File: config.mk
export PLATFORM = sky130hd
export DESIGN_NAME = serial_adder_nbit
export DESIGN_NICKNAME = d
export VERILOG_FILES = /design/src/rtl/serial_arith_pkg.sv /design/src/rtl/fa_cell.sv /design/src/rtl/serial_adder_nbit.sv
export SDC_FILE = /design/constraint.sdc
export NUM_CORES = 1
export LEC_CHECK = 0
export BUFFER_PORTS_ARGS = -buffer_cell sky130_fd_sc_hd__buf_4
export CAP_MARGIN = 5
export CORE_MARGIN = 2
export CORE_UTILIZATION = 46
export DETAILED_ROUTE_END_ITERATION = 10
export PLACE_DENSITY = 0.82
export SLEW_MARGIN = 20
export SYNTH_ARGS = -nofsm -noshare
export SYNTH_HDL_FRONTEND = slang
export SYNTH_SLANG_ARGS = --single-unit
File: constraint.sdc
create_clock -name clk -period 1.2 [get_ports clk]
set_clock_uncertainty 0.1 [all_clocks]
set_input_delay 0.12 -clock clk [delete_from_list [all_inputs] [get_ports clk]]
set_output_delay 0.12 -clock clk [all_outputs]
set_load 0.02 [all_outputs]
File: src/rtl/serial_arith_pkg.sv
// serial_arith_pkg: shared types and helpers for the bit-serial arithmetic blocks.
//   state_t      : controller states (IDLE, ADD, DONE), 2-bit encoding
//   count_width  : bit-counter width for a given operand width
package serial_arith_pkg;

  typedef enum logic [1:0] {
    IDLE = 2'd0,
    ADD  = 2'd1,
    DONE = 2'd2
  } state_t;

  // The counter only has to reach width-1, so clog2(width) bits are enough.
  function automatic int count_width(input int width);
    return (width < 2) ? 1 : $clog2(width);
  endfunction

endpackage

File: src/rtl/fa_cell.sv
// fa_cell: purely combinational 1-bit full adder.
//   x, y : addend bits
//   ci   : carry in
//   s    : sum bit
//   co   : carry out
module fa_cell (
  input  logic x,
  input  logic y,
  input  logic ci,
  output logic s,
  output logic co
);

  always_comb begin
    s  = x ^ y ^ ci;
    co = (x & y) | (x & ci) | (y & ci);
  end

endmodule

File: src/rtl/serial_adder_nbit.sv
// serial_adder_nbit: bit-serial WIDTH-bit adder. Operands are captured in
// parallel on an accepted start, then summed LSB-first through a single
// full-adder cell with a registered carry. {cout,sum} = a + b + cin.
//   clk, rst  : rising-edge clock, synchronous active-high reset
//   start     : request; accepted in IDLE or DONE
//   a, b, cin : operands, captured on acceptance
//   busy      : high while bits are being processed
//   done      : one-cycle pulse when sum/cout are valid
//   sum, cout : result, held until the next completion
//   ovf       : two's-complement overflow, present only when
//               SERIAL_ADDER_OVF_EN is defined
module serial_adder_nbit
  import serial_arith_pkg::*;
#(
  parameter int WIDTH = 8
) (
  input  logic             clk,
  input  logic             rst,
  input  logic             start,
  input  logic [WIDTH-1:0] a,
  input  logic [WIDTH-1:0] b,
  input  logic             cin,
  output logic             busy,
  output logic             done,
  output logic [WIDTH-1:0] sum,
`ifdef SERIAL_ADDER_OVF_EN
  output logic             ovf,
`endif
  output logic             cout
);

  localparam int CW = count_width(WIDTH);

  state_t           state, state_nx;
  logic [WIDTH-1:0] a_sr, b_sr, sum_sr;
  logic             carry;
  logic [CW-1:0]    count;
  logic             bit_s, bit_co;
  logic             accept, last;

  fa_cell u_fa (
    .x  (a_sr[0]),
    .y  (b_sr[0]),
    .ci (carry),
    .s  (bit_s),
    .co (bit_co)
  );

  always_comb begin
    accept = start && ((state == IDLE) || (state == DONE));
    last   = (state == ADD) && (count == CW'(WIDTH - 1));
  end

  // State register
  always_ff @(posedge clk) begin
    if (rst) state <= IDLE;
    else     state <= state_nx;
  end

  // Next-state logic
  always_comb begin
    state_nx = state;
    unique case (state)
      IDLE:    if (start) state_nx = ADD;
      ADD:     if (last)  state_nx = DONE;
      DONE:    state_nx = start ? ADD : IDLE;
      default: state_nx = IDLE;
    endcase
  end

  // Outputs decoded from registered state only
  always_comb begin
    busy = (state == ADD);
    done = (state == DONE);
  end

  // Datapath: operand/sum shift registers, carry flop, bit counter, result
  always_ff @(posedge clk) begin
    if (rst) begin
      a_sr   <= '0;
      b_sr   <= '0;
      sum_sr <= '0;
      carry  <= 1'b0;
      count  <= '0;
      sum    <= '0;
      cout   <= 1'b0;
`ifdef SERIAL_ADDER_OVF_EN
      ovf    <= 1'b0;
`endif
    end else if (accept) begin
      a_sr   <= a;
      b_sr   <= b;
      sum_sr <= '0;
      carry  <= cin;
      count  <= '0;
    end else if (state == ADD) begin
      a_sr   <= {1'b0, a_sr[WIDTH-1:1]};
      b_sr   <= {1'b0, b_sr[WIDTH-1:1]};
      sum_sr <= {bit_s, sum_sr[WIDTH-1:1]};
      carry  <= bit_co;
      count  <= count + CW'(1);
      if (last) begin
        // On the last edge the MSB bit is still in flight, so the result
        // is assembled from the cell output rather than from sum_sr.
        sum  <= {bit_s, sum_sr[WIDTH-1:1]};
        cout <= bit_co;
`ifdef SERIAL_ADDER_OVF_EN
        // carry here is the carry into the MSB; bit_co is the carry out of it.
        ovf  <= carry ^ bit_co;
`endif
      end
    end
  end

endmodule

# After elaboration in Yosys (flattened, before gate mapping)
# Index checks and enable logic that the tools add are counted.
# classes
reduce_logical	8
addsub	1
mux	10
n_eq_ne	5
bitwise_logic	8
# op_table
operator	count
$mux W8	4
$pmux W2 S3	1
$mux W2	2
$add A3 B1 Y3 const B	1
$and A1 B1 Y1	3
$eq A3 B3 Y1 const B	1
$mux W1	3
$reduce_and A3 Y1	1
$eq A2 B1 Y1 const B	1
$eq A2 B2 Y1 const B	1
$logic_and A1 B1 Y1	2
$logic_not A2 Y1	1
$ne A2 B1 Y1 const B	1
$ne A2 B2 Y1 const B	1
$or A1 B1 Y1	2
$reduce_and A2 Y1	1
$reduce_bool A2 Y1	1
$reduce_or A2 Y1	1
$xor A1 B1 Y1	2
$logic_or A1 B1 Y1	1
$not A1 Y1	1
# word_totals
reg_bits	39
in_bits	20
elab_cells	40

# Logic depth before layout (Yosys ltp)
# Gate-level depths: netlist of run 1.
# logic_depth
word_depth	5
ltp_mapped	6

# By module
# A second synthesis of run 1 with hierarchy kept.
# hier_totals
cells_unflattened	176
area_unflattened_um2	1535.2
# modules_own_cells
mod	n_inst	cells_per_inst	area_per_inst_um2
serial_adder_nbit	1	175	1515.2
fa_cell	1	1	20.0

# Worst setup path before layout of run 1
# OpenSTA, ideal clock, no wires.
# synth_path
path_type	reg2reg
start	register count[0]
end	register state[0]
setup_ns	0.128
stages_incl_launch_ff	6
synth_period_minus_slack_ns	1.295
t_required_ns	0.972
setup_slack_ns	-0.095
arrival_ns	1.067
cell_sequence	dfxtp_1 -> ha_1 -> ha_1 -> clkbuf_1 -> o21a_1 -> nor2_1
# synth_via
elab_chain_len	4
# synth_rtl
element	line	source
from (decl)	serial_adder_nbit.sv:37	logic [CW-1:0] count;
from (signal assigned)	serial_adder_nbit.sv:101	count <= count + CW'(1);
$eq A3 B3 Y1	serial_adder_nbit.sv:51	last = (state == ADD) && (count == CW'(WIDTH - 1));
$logic_and A1 B1 Y1	serial_adder_nbit.sv:51	
$ne A2 B1 Y1 (no line)	-	
$reduce_and A2 Y1 (no line)	-	
to (signal assigned)	serial_adder_nbit.sv:57	else state <= state_nx;
to (decl)	serial_adder_nbit.sv:34	state_t state, state_nx;
# Every way passes these cells.
# A chain may end at the register's enable or synchronous reset.

# Worst setup path in the final report of run 1
# layout_path
start	register state[1]
end	register a_sr[0]
# layout_via
elab_chain_len	4
# layout_rtl
element	line	source
$eq A2 B2 Y1 or $logic_not A2 Y1 (tied branches)	serial_adder_nbit.sv:50	accept = start && ((state == IDLE) || (state == DONE));
$logic_or A1 B1 Y1	serial_adder_nbit.sv:50	
$logic_and A1 B1 Y1	serial_adder_nbit.sv:50	
$mux W8 or $reduce_bool A2 Y1 (tied branches)	-	
to (signal assigned)	serial_adder_nbit.sv:97	a_sr <= {1'b0, a_sr[WIDTH-1:1]};
to (decl)	serial_adder_nbit.sv:35	logic [WIDTH-1:0] a_sr, b_sr, sum_sr;
# Parallel ways exist; a longest one is shown, timed or not.

==> results of run 1 <==
==> power by group <==
part           internal (mW)  switching (mW)
sequential              1.32          0.0570
clock                  0.265           0.406
combinational          0.319           0.290
total                   1.91           0.753
==> what timing repair did <==
action                                  4_1_cts  5_1_grt
endpoints found under the hold margin        13        3
pin swaps                                     2       17
buffers inserted                              3        5
hold buffers                                 13        3
resized for setup                            10       53
endpoints found under the setup margin       36       38
gates cloned                                  1        4
==> layout make-up <==
| class | count | area share (%) |
|---|---|---|
| Multi-Input combinational cell | 123 | 34.35 |
| Timing Repair Buffer | 70 | 28.24 |
| Clock buffer | 6 | 2.090 |
| Sequential cell | 38 | 31.40 |
| Tap cell | 44 | 2.243 |
| Inverter | 1 | 0.6626 |
| Timing Repair inverter | 2 | 1.019 |
==> synthesized netlist by cell type (2+ instances only) <==
cell type | count | area, um2
sky130_fd_sc_hd__a21oi_1 | 21 | 105.1
sky130_fd_sc_hd__a311oi_1 | 5 | 43.79
sky130_fd_sc_hd__buf_1 | 2 | 7.510
sky130_fd_sc_hd__buf_2 | 2 | 10.01
sky130_fd_sc_hd__buf_4 | 3 | 22.52
sky130_fd_sc_hd__buf_6 | 5 | 56.30
sky130_fd_sc_hd__clkbuf_1 | 2 | 7.510
sky130_fd_sc_hd__dfxtp_1 | 38 | 760.7
sky130_fd_sc_hd__ha_1 | 2 | 25.02
sky130_fd_sc_hd__nand2_1 | 38 | 142.6
sky130_fd_sc_hd__nand2b_1 | 2 | 12.51
sky130_fd_sc_hd__nand3_1 | 12 | 60.06
sky130_fd_sc_hd__nor2_1 | 8 | 30.03
sky130_fd_sc_hd__nor2b_1 | 2 | 12.51
sky130_fd_sc_hd__nor3_1 | 17 | 85.08
sky130_fd_sc_hd__o22ai_1 | 8 | 50.05
==> cell families (layout without fill, tap and decap cells) <==
logic type      Yosys count  count (layout)
compound gates           37              37
xor+xnor                  1               1
fa+ha+maj                 3               3
buf+inv                  15              79
flops                    38              38
mux                       1               1
simple gates             81              81
==> registers in the layout, indices dropped and copies added (netlist names) <==
signal and cells:
state 2, sum 8, a_sr 8, carry 1, cout 1, b_sr 8
count 3, sum_sr 7
==> worst reg2reg max path: cells and delay by family (launching register included) <==
kind                   cells  cell delay (ns)
AOI/OAI and AO/OA          2             0.33
buffers and inverters      2             0.23
DFF                        1             0.35
and+or+nand+nor            1             0.20
==> path summary, 6_finish.rpt <==
kind,from,to,slack [ns],cells past startpoint
max,state[1],a_sr[0],-0.14,5
min,a[2],a_sr[2],-0.003,3
max reg2reg,state[1],a_sr[0],-0.14,5
min reg2reg,sum[4],sum[4],0.37,2
==> routing by layer <==
metal	routed length, um	up-vias
li1	-	735
met1	2062	754
met2	2652	86
met3	416	12
met4	136	0
met5	0	-
==> per-stage QoR <==
step	setup TNS, ns	utilization (%)	power [mW]	hold WS, ns	setup WS [ns]
6_report	-2.425	79.11	2.660	-0.003439	-0.1446
5_1_grt	-4.116	79.11	2.754	0.04369	-0.1803
4_1_cts	-0.7927	68.02	2.435	0.002912	-0.06544
3_5_place_dp	-2.235	60.12	1.722	0.2852	-0.1278
3_3_place_gp	-0.7715	60.12	1.716	0.2915	-0.04347
2_1_floorplan	0	-	1.627	0.1560	0.001352
==> flow_metrics.py, run 1 <==
metrics = {
    "status": {
        "outcome": "complete, but fails checks",
        "failing_checks": "hold timing, setup timing",
    },
    "clock_tree": {
        "worstSkewPairLatency_ns": 0.34,
        "cts_num_sinks": 38,
        "worst_setup_hold_path_clk_slew_ns": 0.12,
        "cts_buffers": 5,
        "cts.path.max_buffers": 2,
        "cts_tree": "yes",
        "cts_root_buffer": "sky130_fd_sc_hd__clkbuf_4",
        "htreeDepth": 2,
    },
    "setup_path": {
        "crit_required_ns": 1.31,
        "cp-start-kind": "flip-flop",
        "crit_path_max_fanout": 12,
        "cp_slowest_stage_delay_ns": 0.35,
        "crit_slowest_cell": "sky130_fd_sc_hd__dfxtp_2",
        "cp.arrival_ns": 1.45,
        "crit_path_cell_trace": "nand2b_4 > clkinv_8 > buf_12 > a22oi_2 > a21oi_1",
        "critical_path_buf_inv_count": 2,
        "critPathTopFamily": "flip-flops",
        "critical_path.endpoint_type": "flip-flop",
        "critical_path_class": "reg -> reg",
    },
    "routing": {
        "drt-wirelength-per-cell_um": 18.55,
        "drt_first_iter_violations": 175,
        "route.antenna.remaining_nets": 0,
        "routed-via-count": 1587,
        "routed_wirelength_mm": 5.268,
        "drtPass1Iterations": 4,
        "via_per_inst": 5.588,
        "drcViolationCount": 0,
    },
    "timing": {
        "setup-violations-final": 35,
        "clock.fmax_mhz": 743.7,
        "layout_setup_ws_ns": -0.1446,
        "fin_crit_sh_pct": 112.1,
        "timing.final.crit_period_ns": 1.345,
        "slew_viol_final": 0,
        "slew_headroom_pct": 79.27,
        "rsz0062_at_grt": "yes",
        "hold_violations": 1,
        "finalHoldWorstSlack_ns": -0.003439,
        "max_slew.worst_pin.slew_ns": 0.3110,
    },
    "synth": {
        "ys_dominant_reg_cell": "sky130_fd_sc_hd__dfxtp_1",
        "post_synth_xor_area_fraction_pct": 0.5724,
        "synth_top_family_by_area": "simple AND/OR/NAND/NOR gates",
        "synth.yosys.seq_area_share_pct": 49.71,
        "synth_edf_count": 0,
        "post_synth.cell_area_avg_um2": 8.694,
        "post_synth_mux_area_share_pct": 0.6541,
        "synth-seq-cells": 38,
        "syn-instance-count": 176,
        "async_reset_ff_share_pct": 0,
        "syn_nets": 199,
        "synth_cell_types": 25,
        "synth-adder-area-share_pct": 2.944,
        "synth-simple-area-share_pct": 23.47,
        "synth_area_mm2": 0.001530,
        "synth_warnings": 0,
        "synth_compound_area_share_pct": 14.80,
    },
    "power_and_ir_drop": {
        "leakage_nw": 0.9701,
        "ir_worst_vdd_v": 0.0006827,
        "cellPowerDensity_mw_per_mm2": 1084,
    },
    "cells_and_area": {
        "area_taken_by_multi_input_logic_gates_um2": 843.3,
        "stdcell_area_mm2": 0.002455,
        "seqCellArea_um2": 770.7,
        "top_library_cells_by_usage_in_the_layout_fill_and_taps_aside": "sky130_fd_sc_hd__buf_4, sky130_fd_sc_hd__dfxtp_1, sky130_fd_sc_hd__nand2_1",
        "layout-drive-gt1-share_pct": 43.75,
        "layout_commonest_cell": "sky130_fd_sc_hd__buf_4",
        "nNetsFinal": 264,
        "synthToLayoutAreaGrowth_pct": 60.42,
        "antenna_cells": 0,
        "finish.cell_count_without_fillers": 284,
        "fill_cells": 184,
    },
    "global_route": {
        "grt_start_max_net_pins": 29,
        "grtUsageMet3_pct": 6.513,
        "gr-max-usage-layer": "met2",
        "grt_util_met2_pct": 34.89,
        "global_route.usage.total_pct": 21.07,
        "grt_overflow": 0,
        "grt_first_pass_wirelength_mm": 5.692,
        "grtUsageMet1_pct": 24.90,
        "grt_pass1_vias": 1288,
        "grt_antenna_before_repair": 0,
    },
    "place": {
        "hpwlAfterDp_mm": 2.056,
        "gp_congestion": 0.7504,
        "place_inst": 249,
        "postPlaceCellArea_mm2": 0.001866,
        "port_buffers": 30,
    },
    "die": {
        "die_width_um": 61.68,
        "ios": 31,
        "floorplan.initialDensity_pct": 49.31,
        "die_area_mm2": 0.003804,
        "chipHeight_um": 61.68,
        "placement_rows": 20,
        "fp.coreArea_mm2": 0.003103,
    },
    "flow_run": {
        "maxCapViolCount": 0,
    },
    "worst_hold_path": {
        "timing.hold.worst.class": "in -> reg",
    },
}
Note: power is estimated with default switching activity, not from simulation.
==> run 2, diff against run 1 <==
GPL_TIMING_DRIVEN = 0   (was unset)
SYNTH_HIERARCHICAL = 1   (was unset)
==> flow_metrics.py, run 2 <==
metrics = {
    "die": {
        "floorplan.initialDensity_pct": 49.48,
        "ios": 31,
        "fp.coreArea_mm2": 0.003103,
        "die_width_um": 61.77,
        "placement_rows": 20,
        "chipHeight_um": 61.77,
        "die_area_mm2": 0.003816,
    },
    "timing": {
        "slew_headroom_pct": 63.16,
        "setup-violations-final": 33,
        "slew_viol_final": 0,
        "clock.fmax_mhz": 732.9,
        "max_slew.worst_pin.slew_ns": 0.5527,
        "layout_setup_ws_ns": -0.1645,
        "setup_tns_ns": -2.026,
        "fin_crit_sh_pct": 113.7,
        "timing.final.crit_period_ns": 1.365,
        "rsz0062_at_grt": "yes",
        "hold_violations": 0,
    },
    "synth": {
        "synth_area_mm2": 0.001535,
        "synth_cell_types": 26,
        "post_synth.cell_area_avg_um2": 8.723,
        "synth_top_area_cell": "sky130_fd_sc_hd__dfxtp_1",
        "synth.cells.most_frequent": "sky130_fd_sc_hd__dfxtp_1, sky130_fd_sc_hd__nand2_1, sky130_fd_sc_hd__a21oi_1",
        "synth_top_cells_by_area": "sky130_fd_sc_hd__dfxtp_1, sky130_fd_sc_hd__nand2_1, sky130_fd_sc_hd__a21oi_1",
        "synth-seq-cells": 38,
        "synth_edf_count": 0,
        "synth_largest_type_area_fraction_pct": 49.55,
        "synth_warnings": 6,
        "async_reset_ff_share_pct": 0,
        "ys_dominant_reg_cell": "sky130_fd_sc_hd__dfxtp_1",
        "syn-instance-count": 176,
        "syn_nets": 199,
        "synth.yosys.seq_area_share_pct": 49.55,
    },
    "setup_path": {
        "crit_slowest_cell": "sky130_fd_sc_hd__dfxtp_2",
        "crit_path_cell_trace": "nand2b_4 > clkinv_8 > buf_8 > buf_6",
        "critPathTopFamily": "flip-flops",
        "crit_path_max_fanout": 2,
        "cp-start-kind": "flip-flop",
        "cp.arrival_ns": 1.14,
        "worstSetupStartpoint": "state[1]",
        "rr_startpoint": "state[1]",
        "cp_slowest_stage_delay_ns": 0.35,
        "crit_required_ns": 0.98,
        "critical_path_class": "reg -> out",
        "critical_path_buf_inv_count": 3,
        "critical_path.endpoint_type": "primary output",
    },
    "clock_tree": {
        "worstSkewPairLatency_ns": 0.34,
        "cts_buffers": 5,
        "cts_num_sinks": 38,
        "cts.path.max_buffers": 2,
        "cts_root_buffer": "sky130_fd_sc_hd__clkbuf_4",
        "cts_tree": "yes",
        "htreeDepth": 2,
        "worst_setup_hold_path_clk_slew_ns": 0.12,
    },
    "place": {
        "post_place_setup_slack_ns": -0.1651,
        "gp_congestion": 0.7814,
        "hpwlAfterDp_mm": 2.254,
        "port_buffers": 30,
        "place_inst": 250,
    },
    "power_and_ir_drop": {
        "ir_worst_vdd_v": 0.0008193,
        "cellPowerDensity_mw_per_mm2": 1170,
        "leakage_nw": 0.8939,
    },
    "global_route": {
        "grt_start_max_net_pins": 13,
        "grt_antenna_before_repair": 0,
        "grt_overflow": 0,
        "global_route.usage.total_pct": 22.79,
        "grt_pass1_vias": 1342,
        "grt_first_pass_wirelength_mm": 6.258,
    },
    "cells_and_area": {
        "reg.largest.list": "a_sr x8, b_sr x8, sum x8",
        "layout-drive-gt1-share_pct": 36.55,
        "top_library_cells_by_usage_in_the_layout_fill_and_taps_aside": "sky130_fd_sc_hd__nand2_1, sky130_fd_sc_hd__buf_4, sky130_fd_sc_hd__dfxtp_1",
        "nNetsFinal": 260,
        "area_taken_by_multi_input_logic_gates_um2": 802.0,
        "antenna_cells": 0,
        "seqCellArea_um2": 770.7,
        "finish.cell_count_without_fillers": 282,
        "final_core_utilization_pct": 75.52,
        "synthToLayoutAreaGrowth_pct": 52.65,
        "fill_cells": 216,
        "layout_commonest_cell": "sky130_fd_sc_hd__nand2_1",
    },
    "routing": {
        "via_per_inst": 5.280,
        "drtPass1Iterations": 4,
        "routed_wirelength_mm": 4.064,
        "route.antenna.remaining_nets": 0,
        "drcViolationCount": 0,
        "drt-wirelength-per-cell_um": 14.41,
        "drt_first_iter_violations": 129,
        "routed-via-count": 1489,
    },
    "worst_hold_path": {
        "timing.hold.worst.start": "a[2]",
        "timing.hold.worst.class": "in -> reg",
    },
    "status": {
        "outcome": "complete, but fails checks",
        "failing_checks": "setup timing",
    },
    "flow_run": {
        "maxCapViolCount": 0,
    },
}
-- run 2: path summary, 6_finish.rpt --
path / end / slack (ns) / cells past startpoint
worst min register to register: sum[3] / 0.37 / 2
worst max register to register: b_sr[0] / -0.15 / 6
worst min-delay path: a_sr[2] / 0.02 / 3
worst max-delay path: busy / -0.16 / 4
-- run 2: logic make-up after synthesis --
| logic type | count (synthesis) | synth area share (%) |
|---|---|---|
| AOI/OAI and AO/OA | 37 | 14.75 |
| xor gates and xnor gates | 1 | 0.5706 |
| muxes | 1 | 0.6520 |
| adders and majority gates | 3 | 2.934 |
| and+or+nand+nor | 81 | 23.39 |
| DFF | 38 | 49.55 |
| buffers and inverters | 15 | 8.149 |
-- run 2: layout make-up --
| class | count | area share, % |
|---|---|---|
| multi-input cells | 123 | 34.22 |
| flip-flops and latches | 38 | 32.89 |
| repair buffers | 55 | 20.88 |
| plain buffers | 13 | 5.659 |
| well taps | 44 | 2.349 |
| clock inverters | 3 | 1.708 |
| clock buffers | 5 | 1.602 |
| inverters | 1 | 0.6941 |
-- run 2: power breakdown --
| part | switching (mW) | internal, mW | total (mW) |
|---|---|---|---|
| Combinational | 0.246 | 0.270 | 0.516 |
| Clock | 0.415 | 0.432 | 0.847 |
| Sequential | 0.0563 | 1.32 | 1.38 |
-- run 2: timing repair --
item,in CTS,in global routing
endpoints found under the hold margin,16,0
gates cloned,1,1
resized for setup,19,23
hold buffers,16,0
buffers inserted,6,1
pin swaps,2,6
endpoints found under the setup margin,39,39
-- run 2: stage by stage --
| step | cell area [um2] | power, mW | hold WS, ns |
|---|---|---|---|
| 3_3_place_gp | 1859 | 1.738 | 0.2862 |
| 3_5_place_dp | 1859 | 1.745 | 0.2889 |
| 4_1_cts | 2212 | 2.667 | 0.004898 |
| 2_1_floorplan | 1579 | 1.629 | 0.1560 |
| 6_report | 2344 | 2.742 | 0.02064 |
| 5_1_grt | 2344 | 2.878 | 0.01357 |
-- run 2: layer usage --
layer  up-vias  global-route usage (%)  wire length, um
li1        738                       -                -
met2        47                   35.19             2049
met5         -                       0                0
met1       691                   30.49             1701
met3        13                   4.555              173
met4         0                   11.25              140
-- run 2: tightest hold or removal path, delay by kind of cell --
family	cells	cell delay [ns]
buffers and inverters	1	0.11
AOI/OAI and AO/OA	1	0.11
and+or+nand+nor	1	0.07
